**src/rtl/irq_ctrl.sv**
```systemverilog
// Interrupt controller: the responder side of the control unit's interrupt
// handshake. Rising edges on the peripheral lines become pending requests.
// The mask and a fixed priority (index 0 highest) pick the eligible request,
// and nesting is enforced against the in-service set. The granted number is
// held valid for the control unit's two-cycle number fetch.
module irq_ctrl #(
    parameter int                   NUM_IRQ      = 8,
    parameter int                   NUM_WIDTH    = 16,
    parameter logic [NUM_WIDTH-1:0] SPURIOUS_NUM = 16'hFFFF
) (
    input  logic                 I_clk,
    input  logic                 I_reset,
    input  logic [NUM_IRQ-1:0]   I_irq_lines,
    input  logic                 I_mask_we,
    input  logic [NUM_IRQ-1:0]   I_mask_data,
    input  logic                 I_eoi,
    input  logic                 I_irq_ack,
    output logic                 O_irq_active,
    output logic [NUM_WIDTH-1:0] O_irq_number,
    output logic                 O_number_valid,
    output logic [NUM_IRQ-1:0]   O_pending,
    output logic [NUM_IRQ-1:0]   O_in_service
);

    typedef enum logic [1:0] {
        IDLE     = 2'd0,
        REQ      = 2'd1,
        DELIVER1 = 2'd2,
        DELIVER2 = 2'd3
    } state_t;

    state_t               state, state_n;
    logic [NUM_IRQ-1:0]   prev_lines;
    logic [NUM_IRQ-1:0]   pending, pending_n;
    logic [NUM_IRQ-1:0]   in_service, in_service_n;
    logic [NUM_IRQ-1:0]   mask;
    logic [NUM_IRQ-1:0]   edges;
    logic [NUM_IRQ-1:0]   cand;
    logic [NUM_IRQ-1:0]   elig_oh;
    logic                 elig_any;
    logic [NUM_IRQ-1:0]   eoi_clr;
    logic [NUM_IRQ-1:0]   grant_oh;
    logic                 grant;
    logic                 active_n;
    logic                 valid_n;
    logic [NUM_WIDTH-1:0] num_n;

    // One-hot of the lowest set bit (highest priority); zero when v is zero.
    function automatic logic [NUM_IRQ-1:0] lowest_onehot(input logic [NUM_IRQ-1:0] v);
        logic [NUM_IRQ-1:0] r;
        logic               found;
        r     = '0;
        found = 1'b0;
        for (int i = 0; i < NUM_IRQ; i++) begin
            if (v[i] && !found) begin
                r[i]  = 1'b1;
                found = 1'b1;
            end
        end
        return r;
    endfunction

    // Bits strictly below the lowest set bit of v; all ones when v is zero.
    function automatic logic [NUM_IRQ-1:0] below_lowest(input logic [NUM_IRQ-1:0] v);
        logic [NUM_IRQ-1:0] r;
        logic               stop;
        r    = '0;
        stop = 1'b0;
        for (int i = 0; i < NUM_IRQ; i++) begin
            if (v[i]) stop = 1'b1;
            if (!stop) r[i] = 1'b1;
        end
        return r;
    endfunction

    // Zero-extended index of a one-hot vector.
    function automatic logic [NUM_WIDTH-1:0] onehot_to_num(input logic [NUM_IRQ-1:0] oh);
        logic [NUM_WIDTH-1:0] n;
        n = '0;
        for (int i = 0; i < NUM_IRQ; i++) begin
            if (oh[i]) n = NUM_WIDTH'(i);
        end
        return n;
    endfunction

    assign edges    = I_irq_lines & ~prev_lines;
    assign cand     = pending & ~mask;
    assign elig_oh  = lowest_onehot(cand & below_lowest(in_service));
    assign elig_any = |elig_oh;
    // EOI always retires the highest-priority (innermost) in-service level.
    assign eoi_clr  = I_eoi ? lowest_onehot(in_service) : '0;
    assign grant_oh = grant ? elig_oh : '0;

    // A new edge wins over the grant clearing the same pending bit.
    assign pending_n    = (pending & ~grant_oh) | edges;
    // The grant bit is always below the retired bit, so the two never collide.
    assign in_service_n = (in_service & ~eoi_clr) | grant_oh;

    assign O_pending    = pending;
    assign O_in_service = in_service;

    // Handshake FSM state register.
    always_ff @(posedge I_clk or posedge I_reset) begin
        if (I_reset) state <= IDLE;
        else         state <= state_n;
    end

    // Next state, grant decision and next values of the handshake outputs.
    always_comb begin
        state_n  = state;
        active_n = O_irq_active;
        valid_n  = O_number_valid;
        num_n    = O_irq_number;
        grant    = 1'b0;
        case (state)
            IDLE: begin
                if (elig_any) begin
                    state_n  = REQ;
                    active_n = 1'b1;
                end else if (I_irq_ack) begin
                    num_n   = SPURIOUS_NUM;
                    valid_n = 1'b1;
                    state_n = DELIVER1;
                end
            end
            REQ: begin
                if (I_irq_ack) begin
                    // Eligibility is re-evaluated at ack time; it may have vanished.
                    active_n = 1'b0;
                    valid_n  = 1'b1;
                    state_n  = DELIVER1;
                    if (elig_any) begin
                        grant = 1'b1;
                        num_n = onehot_to_num(elig_oh);
                    end else begin
                        num_n = SPURIOUS_NUM;
                    end
                end else if (!elig_any) begin
                    active_n = 1'b0;
                    state_n  = IDLE;
                end
            end
            DELIVER1: begin
                active_n = 1'b0;
                state_n  = DELIVER2;
            end
            DELIVER2: begin
                active_n = 1'b0;
                valid_n  = 1'b0;
                state_n  = IDLE;
            end
            default: begin
                active_n = 1'b0;
                valid_n  = 1'b0;
                state_n  = IDLE;
            end
        endcase
    end

    // Edge history, pending, in-service and mask registers.
    always_ff @(posedge I_clk or posedge I_reset) begin
        if (I_reset) begin
            prev_lines <= '0;
            pending    <= '0;
            in_service <= '0;
            mask       <= '1;
        end else begin
            prev_lines <= I_irq_lines;
            pending    <= pending_n;
            in_service <= in_service_n;
            if (I_mask_we) mask <= I_mask_data;
        end
    end

    // Registered handshake outputs toward the control unit.
    always_ff @(posedge I_clk or posedge I_reset) begin
        if (I_reset) begin
            O_irq_active   <= 1'b0;
            O_number_valid <= 1'b0;
            O_irq_number   <= '0;
        end else begin
            O_irq_active   <= active_n;
            O_number_valid <= valid_n;
            O_irq_number   <= num_n;
        end
    end

endmodule

```
**config.mk**
```make
export PLATFORM = sky130hd
export DESIGN_NAME = irq_ctrl
export DESIGN_NICKNAME = d
export VERILOG_FILES = /design/src/rtl/irq_ctrl.sv
export SDC_FILE = /design/constraint.sdc
export NUM_CORES = 1
export LEC_CHECK = 0
export CORE_MARGIN = 1
export CORE_UTILIZATION = 25
export CTS_BUF_LIST = sky130_fd_sc_hd__clkbuf_16
export DETAILED_ROUTE_END_ITERATION = 10
export PLACE_DENSITY = 0.58
export SYNTH_ARGS = -nofsm -noshare
export SYNTH_HDL_FRONTEND = slang
export SYNTH_SLANG_ARGS = --single-unit
```
**constraint.sdc**
```tcl
create_clock -name I_clk -period 2.8 [get_ports I_clk]
set_input_delay 0.56 -clock I_clk [delete_from_list [all_inputs] [get_ports I_clk]]
set_output_delay 0.56 -clock I_clk [all_outputs]
set_load 0.03 [all_outputs]
```
* Word level (Yosys, flattened, before mapping)
Cells that the tools add are included.
Widths: inputs -> output; s select.
** Storage, ports and cells
- Flip-flop bits (word level) :: 52
- Input port bits :: 21
- Output and inout port bits :: 34
- Word-level logic and storage cells :: 137
** Operators by class
- Equal/unequal tests :: 9
- Mux-type cells :: 72
- Bitwise gates (word level) :: 11
- Reduce and logical (&&, ||, !) cells :: 37
** Operators with widths (count)
- $mux 16 :: 10
- $mux 1 :: 52
- $and 8x8->8 :: 5
- $not 8->8 :: 4
- $pmux 16 s2 :: 1
- $mux 8 :: 2
- $or 8x8->8 :: 2
- $logic_and 1x1->1 :: 14
- $logic_not 1->1 :: 14
- $mux 2 :: 4
- $ne 2x2->1 const B :: 4
- $pmux 2 s4 :: 1
- $reduce_or 8->1 :: 1
- $ne 3x3->1 const B :: 2
- $pmux 1 s3 :: 2
- $reduce_and 2->1 :: 3
- $eq 2x2->1 const B :: 2
- $reduce_and 4->1 :: 1
- $reduce_bool 3->1 :: 1
- $eq 2x1->1 const B :: 1
- $logic_not 2->1 :: 1
- $reduce_bool 2->1 :: 1
- $reduce_or 2->1 :: 1

* Logic depth before layout (Yosys ltp)
Gate-level depths: netlist of run 1.
- Depth in word-level cells :: 40
- Mapped depth :: 6

* Worst setup path after synthesis of run 1
No wires, ideal clock.
- Kind :: reg-to-reg
- Start point :: register in_service[2] (netlist: O_in_service[2])
- End point :: register pending[0] (netlist: O_pending[0])
- Library setup time :: 0.138 ns
- Arrival time :: 1.931 ns
- Path slack :: 0.732 ns
- Cell stages (with the launch flop) :: 6
- Buffers on the path :: 0
- Clock period less this slack :: 2.068 ns
- Cell sequence :: dfrtp_1 nor4_4 nand2_2 or3_4 a2111oi_2 o22ai_1
** Between the ends
- Cells in the longest elaborated chain, start to end :: 28
- Elaborated cells between the ends (all ways) :: 43
** Ends and longest elaborated chain
- from (decl) :: RTL line 35 : logic [NUM_IRQ-1:0] in_service, in_service_n;
- from (signal assigned) :: RTL line 170 : in_service <= in_service_n;
- $mux 1 (*) :: RTL line 70 : if (v[i]) stop = 1'b1;
- $mux 1 :: RTL line 71 : if (!stop) r[i] = 1'b1;
- $and 8x8->8 (*) :: RTL line 88 : assign elig_oh = lowest_onehot(cand & below_lowest(in_service));
- $logic_and 1x1->1 :: RTL line 55 : if (v[i] && !found) begin
- $mux 1 :: RTL line 55
- $logic_not 1->1 :: RTL line 55
- $logic_and 1x1->1 :: RTL line 55
- $mux 1 :: RTL line 55
- [13 not listed]
- $mux 1 (*) :: RTL line 132 : if (elig_any) begin
- $mux 1 (*) :: RTL line 127 : if (I_irq_ack) begin
- $mux 1 (*) :: RTL line 115 : case (state)
- $mux 8 (*) :: RTL line 92 : assign grant_oh = grant ? elig_oh : '0;
- $not 8->8 (*) :: RTL line 95 : assign pending_n = (pending & ~grant_oh) | edges;
- $and 8x8->8 (*) :: RTL line 95
- $or 8x8->8 (*) :: RTL line 95
- via pending_n[0] :: RTL line 34 : logic [NUM_IRQ-1:0] pending, pending_n;
- to (signal assigned) :: RTL line 169 : pending <= pending_n;
- to (decl) :: RTL line 34
The timed path passes the listed nets; every way through them passes the cells marked *.
A chain may end at the register's enable or synchronous reset.

* Worst setup path after layout of run 1
- Start point :: register in_service[0] (netlist: O_in_service[0])
- End point :: register pending[5] (netlist: O_pending[5])
** Between the ends
- Cells in the longest elaborated chain, start to end :: 33
- Elaborated cells between the ends (all ways) :: 53
** Ends and longest elaborated chain (RTL line)
- $mux 1 (*) :: 70
- $mux 1 :: 71
- $and 8x8->8 (*) :: 88
- $mux 1 :: 55
- $logic_not 1->1 :: 55
- $logic_and 1x1->1 :: 55
- $mux 1 :: 55
- $logic_not 1->1 :: 55
- [18 not listed]
- $mux 1 :: 132
- $mux 1 :: 127
- $mux 1 :: 115
- $mux 8 (*) :: 92
- $not 8->8 (*) :: 95
- $and 8x8->8 (*) :: 95
- $or 8x8->8 (*) :: 95
- via pending_n[5] :: 34
Marks and branches as above.

==> key figures, run 1 <==
Layout
  • Share of layout cells above drive strength 1: 0.1422
  • Final Util: 0.3572
  • Final #Nets: 245
  • P&R area growth vs syn: 38.06%
  • Most frequent cells in the layout: clkdlybuf4s50_1 (54), dfrtp_1 (32), inv_1 (18), nand2_1 (14)
  • Most common cell after layout, fill and taps aside: clkdlybuf4s50_1
  • Ant diodes: 0

Route
  • Vias per inst: 4.472
  • Avg WL per Cell: 13.18 µm
  • Via count: 1449
  • Drt pass-1 iters: 4
  • Drt drc: 0
  • Initial DRC count: 78
  • Post-Route WL: 4271 µm
  • Antenna Nets Post-Route: 0

Min path
  • Worst Hold Class: flop to flop
  • Min-delay src: prev_lines[2]
  • Hold Path Stages: 1

Setup path
  • CP Launch Point: O_in_service[0]
  • Worst path max stage delay: 0.48 ns
  • Buf/Inv on CP: 0
  • WP data required: 2.95 ns
  • Slowest stage cell, crit path: dfrtp_1
  • Worst path top cell family by delay: simple AND/OR/NAND/NOR gates
  • FF-to-FF setup slack: about 0.56 ns
  • CP endpoint kind: flop
  • Critical Path Stages: 5
  • Critical path type: flop to flop
  • Worst-case reg-to-reg path depth: 5
  • R2R Path Start: O_in_service[0]
  • CP max FO: 9
  • Crit path DAT: 2.39 ns
  • CP startpoint kind: flop
  • CP cell instances: nor4_4, nand2_2, or3_4, a211oi_1, o22ai_1

Power and ir drop
  • Power Dens Cells: ~1100 nW/µm²
  • Pwr Total: 2.907 mW
  • Leakage: around 1.1 nW
  • Peak VDD IR: 0.3323 mV

Timing
  • Final setup TNS: 0 ns
  • Pins over their slew limit: 0
  • Clock skew: 0.004641 ns
  • Final Critical Period: around 2.2 ns
  • Period Utilization, post-route: 0.8002
  • Max_slew headroom: 0.6724
  • Final hold violations: 0
  • Fmax: 0.4463 GHz
  • Endpoints failing setup: 0
  • Setup repair after global routing missed its margin: false
  • Worst slew pin tran: 0.4852 ns

Synthesis
  • Adder-Cell Fraction of Synth Area: 0
  • Main synth FF type: dfrtp_1
  • XOR/XNOR Fraction of Synth Area: 0
  • Synth warn: 0
  • Ys async rst share: 1.000
  • Post-Syn Area: 1887 µm²
  • Compound-Gate Fraction of Synth Area: 0.1598
  • Sequential element share of the synthesized area: 0.5358
  • Syn_nets: 196
  • Largest family of logic cells by synthesized area: simple AND/OR/NAND/NOR gates
  • Mux share of post-synthesis cell area: 0.04775
  • Yosys cell types: 46
  • Mapped Cells: 175
  • Post-synth EDFFs: 0
  • Simple-gate share of the synthesized area: 0.1731
  • Avg Inst Size Synth: 10.78 µm²
  • Synth Register Bits: 40

GRT
  • First-pass GRT wire length: 7162 µm
  • Vias in the first global route: 1495
  • Largest net degree at the start of global routing: 41
  • All-Layer GR Usage: 0.1217
  • Global route total overflow: 0
  • Initial antenna violation count: 0

Clock tree
  • Clk root buf: clkbuf_16
  • Hold-fix buffers, CTS: 0
  • Reg clk slew, reported paths: 0.06 ns
  • Num CTS Buffers: 5
  • # Post-CTS Setup Buffers: 0
  • Clock Sinks: 40
  • CTS max path bufs: 2
  • Clk Latency, worst-skew pair: 0.29 ns
  • TritonCTS clock tree: built
  • H-Tree Depth: 2
  • Post-CTS Resized: 0

Run
  • Max_cap viols: 0

Status
  • Status: finished clean

Die
  • Core Rows: 31
  • Core area: between 7000 and 8000 µm²
  • Die Wd: roughly 89 µm
  • Die H: 88.88 µm
  • Die area: 7899 µm²
  • Initial Utilization: 0.2588
  • Total I/O pin count: 55

Place
  • Placer Congestion: 0.8613
  • Port Buffers: between 50 and 60
  • Detailed Place HPWL: 3276 µm
cells by family after synthesis:
group	count (synthesis)
flops	40
buf+inv	30
mux	8
simple gates	57
compound gates	40
state kept, by name, indices dropped and copies added, names as in the netlist:
signal,flops
state,2
O_pending,8
O_in_service,8
O_number_valid,1
mask,8
O_irq_number,4
prev_lines,8
O_irq_active,1
final cells by class:
class / instances / area [µm²]
clock inverters: 3 / 11.26
repair buffers: 56 / 555.5
flip-flops and latches: 40 / 1011
multi-input cells: 105 / 718.2
well taps: 99 / 123.9
fillers: 784 / 4687
clock buffers: 5 / 125.1
inverters: 16 / 60.06
Yosys cell counts (2+ instances only):
cell type   n  area share
a211oi_1    2      0.0080
a21o_1      2      0.0080
a21oi_1     3      0.0080
a22o_1      4       0.019
buf_4      12       0.048
dfrtp_1    32        0.42
dfstp_2     8        0.11
inv_1      16       0.032
mux2_2      8       0.048
nand2_1    14       0.028
nand2b_1    4       0.013
nand3_1     4       0.011
nor2_1      8       0.016
nor2b_1     5       0.017
nor3_1      5       0.013
nor3b_1     2      0.0080
o21ai_0     6       0.016
o22a_1      3       0.014
o22ai_1     4       0.013
o31ai_1     3       0.012
o41ai_1     4       0.019
or4_1       2      0.0080
where the power goes:
group	total, mW	internal, mW	switching [mW]
registers	0.883	0.726	0.157
clock network	0.534	0.320	0.214
logic	1.49	0.613	0.876
worst paths after layout:
kind | endpoint
max in group asynchronous | mask[1]
min in group asynchronous | prev_lines[2]
worst max-delay path | O_pending[5]
worst min register to register | O_pending[2]
worst min-delay path | O_pending[2]
worst max register to register | O_pending[5]
layer usage:
layer	vias up	part of all wire	track usage
li1	709	-	-
met1	696	0.46	0.1522
met2	38	0.47	0.1993
met3	6	0.052	0.03265
met4	0	0.016	0.04985
met5	-	0	0
worst reg2reg max path, delay by kind of cell, from the launching register on:
kind               cells  cell delay (ns)
and+or+nand+nor        3             1.07
AOI/OAI and AO/OA      2             0.54
DFF                    1             0.48
stage by stage:
step	setup WS (ns)	hold slack, ns	cells	instance area, µm²
final	0.5596	0.4175	324	2605
after global routing	0.3546	0.4382	324	2605
after CTS	0.5306	0.4219	324	2605
after detailed placement	0.4410	0.4146	316	2469
after global placement	0.5042	0.4037	316	2469
after floorplan	0.7317	0.3919	175	1887
(Power assumes the default switching activity.)
==> inputs of run 2 (changes only) <==
clock period = 2.15 ns   (was 2.8 ns; I/O delays follow)
==> run 2 against run 1 <==
  * Clock power up 27%
  * Sequential cell count unchanged
  * Worst setup slack lost 0.44 ns
  * Sequential share of layout area decreased by 1.1 points
  * First-iteration DRC count rose by 3.8%
  * Total power increased by 35%
  * Global-route usage shrank 0.32 points
  * Critical path type is now flop to primary output
  * Largest cell class unchanged
==> key figures, run 2 (synthesis results as in run 1) <==
Setup path
  • Critical Path Stages: 1
  • Critical path destination: O_irq_number[12]
  • RR Endpoint: O_pending[4]
  • CP endpoint kind: primary output
  • CP startpoint kind: flop
  • Buf/Inv on CP: 1
  • WP data required: 1.72 ns
  • R2R Path Start: mask[0]
  • Worst path top cell family by delay: buffers and inverters
  • CP max FO: 14
  • CP cell instances: clkdlybuf4s50_1
  • Slowest stage cell, crit path: clkdlybuf4s50_1
  • CP Launch Point: O_irq_number[14]
  • Worst-case reg-to-reg path depth: 5
  • Crit path DAT: 1.60 ns
  • Critical path type: flop to primary output
  • Worst path max stage delay: approximately 0.75 ns
  • FF-to-FF setup slack: 0.15 ns

Layout
  • Ant diodes: 0
  • Most common cell after layout, fill and taps aside: clkdlybuf4s50_1
  • P&R area growth vs syn: 41.91%
  • Share of layout cells above drive strength 1: 0.1795
  • Final #Nets: 254
  • Most frequent cells in the layout: clkdlybuf4s50_1 (54), dfrtp_1 (32), inv_1 (18), nand2_1 (14), buf_4 (11)
  • Post-Layout Cell Count: around 330
  • Fill count: 768

GRT
  • First-pass GRT wire length: 6982 µm
  • Vias in the first global route: between 1000 and 1500
  • All-Layer GR Usage: 0.1185
  • Largest net degree at the start of global routing: slightly above 40
  • Global route total overflow: 0
  • Initial antenna violation count: 0

Clock tree
  • Clk Latency, worst-skew pair: 0.27 ns
  • Clock Sinks: 40
  • Hold-fix buffers, CTS: 0
  • CTS max path bufs: 2
  • Reg clk slew, reported paths: 0.05 ns
  • H-Tree Depth: 2
  • Num CTS Buffers: 5
  • TritonCTS clock tree: built
  • Clk root buf: clkbuf_16

Power and ir drop
  • Power Dens Cells: about 1500 nW/µm²
  • Peak VDD IR: 0.5279 mV
  • Psw: 1.653 mW
  • Switch share: 0.4208
  • P_int: ~2.3 mW
  • Comb pwr share: 0.538
  • Clock Power Share: 0.173
  • Pwr Total: roughly 3.9 mW
  • Reg power frac: 0.289
  • Leakage: 1.146 nW

Status
  • Status: finished clean

Timing
  • Max_slew headroom: 0.6748
  • Clock skew: 0.001189 ns
  • Pins over their slew limit: 0
  • Period Utilization, post-route: 0.9430
  • Worst slew pin tran: 0.4827 ns
  • Fmax: between 0.4 and 0.5 GHz
  • Setup repair after global routing missed its margin: false
  • Final Critical Period: 2.027 ns
  • Final hold violations: 0
  • Endpoints failing setup: 0
  • Final setup TNS: 0 ns

Place
  • Placer Congestion: about 0.84
  • Detailed Place HPWL: 3338 µm
  • Port Buffers: 54
  • Inst Count DP: 324

Die
  • Initial Utilization: 0.2588
  • Die area: 7899 µm²
  • Die H: 88.88 µm
  • Core area: 7292 µm²
  • Total I/O pin count: between 50 and 60
  • Die Wd: 88.88 µm
  • Core Rows: 31

Route
  • Antenna Nets Post-Route: 0
  • Post-Route WL: 4325 µm
  • Drt drc: 0
  • Drt pass-1 iters: 4
  • Avg WL per Cell: 12.99 µm
  • Vias per inst: roughly 4.5
  • Via count: ~1500
  • Initial DRC count: 81

Run
  • Max_cap viols: 0

Min path
  • Worst Hold Class: flop to flop
run 2: cell type report:
class                           count  area, µm²  area share
Timing Repair Buffer               65      623.1      0.2327
Multi-Input combinational cell    105      723.2      0.2701
Tap cell                           99      123.9     0.04626
Clock inverter                      3      11.26    0.004206
Clock buffer                        5      125.1     0.04673
Inverter                           16      60.06     0.02243
Sequential cell                    40       1011      0.3776
run 2: per-layer routing:
metal,track usage,part of all wire
met3,0.02892,0.053
met4,0.04399,0.018
met2,0.1923,0.47
met5,0,0
met1,0.1533,0.46
run 2: power groups by stage:
| stage | Clock (mW) | Sequential, mW | Combinational, mW |
|---|---|---|---|
| after floorplan | 0 | 1.39 | 1.11 |
| after global placement | 0 | 1.15 | 2.05 |
| after detailed placement | 0 | 1.15 | 2.06 |
| after CTS | 0.704 | 1.14 | 2.07 |
| after global routing | 0.737 | 1.17 | 2.28 |
| final | 0.680 | 1.14 | 2.11 |
run 2: stage by stage:
step / util / cell area, µm² / hold WS, ns / setup WS, ns
floorplan: - / 1887 / 0.3919 / 0.08165
global placement: 0.3468 / 2529 / 0.3989 / 0.1007
detailed placement: 0.3468 / 2529 / 0.4148 / 0.08430
CTS: 0.3655 / 2665 / 0.4223 / 0.06538
global route: 0.3672 / 2678 / 0.4449 / 0.02322
finish: 0.3672 / 2678 / 0.4149 / 0.1226
run 2: worst min path at each step:
stage	from	end	slack (ns)	cells after the start
3_5_place_dp	prev_lines[7]	O_pending[7]	0.41	1
4_1_cts	prev_lines[7]	O_pending[7]	0.42	1
5_1_grt	prev_lines[7]	O_pending[7]	0.44	1
3_3_place_gp	prev_lines[7]	O_pending[7]	0.40	1
6_report	prev_lines[7]	O_pending[7]	0.41	1
2_1_floorplan	prev_lines[7]	O_pending[7]	0.39	1
run 2: what timing repair did:
item	CTS	global route
setup buffers	0	1
resized for setup	0	2
endpoints found under the setup margin	0	6
==> inputs of run 3 (changes only) <==
clock period = 1.9 ns   (was 2.15 ns; I/O delays follow)
==> run 3 against run 2 <==
  * The run now ends with negative setup slack left
  * Worst setup slack worse by 0.14 ns
  * Sequential share of layout area fell by 4.0 points
  * Critical path depth up 5
  * Non-clock buffer count increased by 25
  * First-iteration DRC count decreased by 17%
  * Final cell count is 7.5% higher
  * Core utilization rose by 4.5 points
  * Clock skew rose by 0.0020 ns
  * Via count increased by 9.2%
  * Worst hold slack got worse by 0.0093 ns
  * Critical endpoint is now O_pending[7]
==> key figures, run 3 (synthesis results as in run 1) <==
Timing
  • Max_slew headroom: 0.7094
  • Period Utilization, post-route: 1.008
  • Worst slew pin tran: around 0.43 ns
  • Min Hold Slack: between 0.4 and 0.5 ns
  • Setup repair after global routing missed its margin: true
  • Final WS setup: -0.01607 ns
  • Clock skew: 0.003185 ns
  • Fmax: 0.5219 GHz
  • Pins over their slew limit: 0
  • Final Critical Period: between 1.5 and 2 ns
  • Final hold violations: 0
  • Endpoints failing setup: 1

Place
  • Placer Congestion: 0.8849
  • Dpl ws: -0.09360 ns
  • Inst Count DP: 346
  • Detailed Place HPWL: 3516 µm
  • Port Buffers: 54

Setup path
  • CP max FO: 7
  • Critical path type: flop to flop
  • CP startpoint kind: flop
  • CP endpoint kind: flop
  • R2R Path Start: O_in_service[2]
  • WP data required: 2.05 ns
  • Crit path DAT: 2.07 ns
  • CP Launch Point: O_in_service[2]

GRT
  • All-Layer GR Usage: 0.1327
  • Largest net degree at the start of global routing: 41
  • Global route total overflow: 0
  • Initial antenna violation count: 0
  • Vias in the first global route: approximately 1600
  • First-pass GRT wire length: between 7000 and 8000 µm

Route
  • Post-Route WL: about 4900 µm
  • Avg WL per Cell: about 14 µm
  • WL met1: 2182 µm
  • Antenna Nets Post-Route: 0
  • Met2 routed WL: about 2400 µm
  • Uppermost layer routed: met4
  • Vias per inst: approximately 4.6
  • Met3 WL: 241 µm
  • Drt drc: 0
  • Initial DRC count: 67
  • Via count: 1630
  • Drt pass-1 iters: 4

Layout
  • Most common cell after layout, fill and taps aside: clkdlybuf4s50_1
  • Multi-input gate area: 828.3 µm²
  • Fill count: ~760
  • Final #Nets: 279
  • Share of layout cells above drive strength 1: 0.3243
  • Most frequent cells in the layout: clkdlybuf4s50_1 (38), buf_4 (35), dfrtp_1 (29), inv_1 (16)
  • Post-Layout Cell Count: 358
  • Ant diodes: 0
  • P&R area growth vs syn: 59.22%
  • Register area: 1015 µm²

Die
  • Die area: 7899 µm²
  • Total I/O pin count: 55
  • Initial Utilization: 0.2588
  • Core Rows: 31
  • Die H: 88.88 µm
  • Die Wd: a little under 90 µm
  • Core area: 7292 µm²

Clock tree
  • Hold-fix buffers, CTS: 0
  • Num CTS Buffers: 5
  • Clock Sinks: 40
  • Reg clk slew, reported paths: 0.06 ns
  • H-Tree Depth: 2
  • Clk Latency, worst-skew pair: 0.28 ns
  • Clk root buf: clkbuf_16
  • CTS max path bufs: 2
  • TritonCTS clock tree: built

Min path
  • Worst Hold Class: flop to flop
  • Min-delay src: prev_lines[6]

Power and ir drop
  • Reg power frac: 0.248
  • Clock Power Share: 0.179
  • Psw: ~2.1 mW
  • Switch share: 0.4140
  • Peak VDD IR: just over 0.6 mV
  • Comb pwr share: 0.573
  • Power Dens Cells: 1719 nW/µm²
  • P_int: between 3 and 4 mW
  • Leakage: 1.413 nW

Run
  • Max_cap viols: 0

Status
  • Failing checks: negative setup slack
  • Status: finished, violations left
==> run 3: power by group through the flow <==
stage	registers [mW]	clock network (mW)	logic, mW
6_report	1.28	0.924	2.96
5_1_grt	1.33	0.985	3.15
4_1_cts	1.28	0.954	2.74
3_5_place_dp	1.29	0	2.70
3_3_place_gp	1.28	0	2.69
2_1_floorplan	1.58	0	1.27
==> run 3: timing repair <==
action / CTS / global route
endpoints found under the setup margin: 20 / 18
pin swaps: 0 / 4
gates resized for setup: 17 / 16
hold endpoints to repair: 0 / 0
cloned: 0 / 0
buffers inserted: 1 / 3
==> run 3: area by class of cell <==
cell class | count | area share
clock buffer | 5 | 0.04165
sequential | 40 | 0.3378
tap | 99 | 0.04123
inverter | 16 | 0.01999
timing repair buffer | 90 | 0.2711
clock inverter | 3 | 0.01249
multi-input combinational | 105 | 0.2757
==> run 3: worst paths after layout <==
| check | endpoint | slack [ns] | cells past startpoint |
|---|---|---|---|
| max reg2reg | O_pending[7] | -0.02 | 6 |
| min in group asynchronous | O_pending[2] | 0.45 | 3 |
| min reg2reg | O_pending[6] | 0.41 | 1 |
| max in group asynchronous | mask[3] | 1.18 | 3 |
| min | O_pending[6] | 0.41 | 1 |
| max | O_pending[7] | -0.02 | 6 |
==> run 3: critical path: stages, from the launching register on <==
cell and delay, ns:
dfrtp_1 0.40, nor4_4 0.27, buf_4 0.19, nand3_2 0.07
or4_4 0.54, o41ai_2 0.21, o21ai_1 0.10
==> run 3: routing by layer <==
metal  vias up  global-route usage
li1        781                   -
met2        50              0.2133
met5         -                   0
met4         0             0.05718
met1       791              0.1674
met3         8             0.03638
==> run 3: metrics by stage <==
stage	area, µm²	power (mW)	TNS, ns	utilization
after floorplan	1906	2.856	-0.2409	-
after global placement	2725	3.977	-0.1609	0.3737
after detailed placement	2725	3.990	-0.3274	0.3737
after CTS	2903	4.972	-0.02700	0.3981
after global routing	3004	5.459	-0.5394	0.4120
final	3004	5.164	-0.01607	0.4120
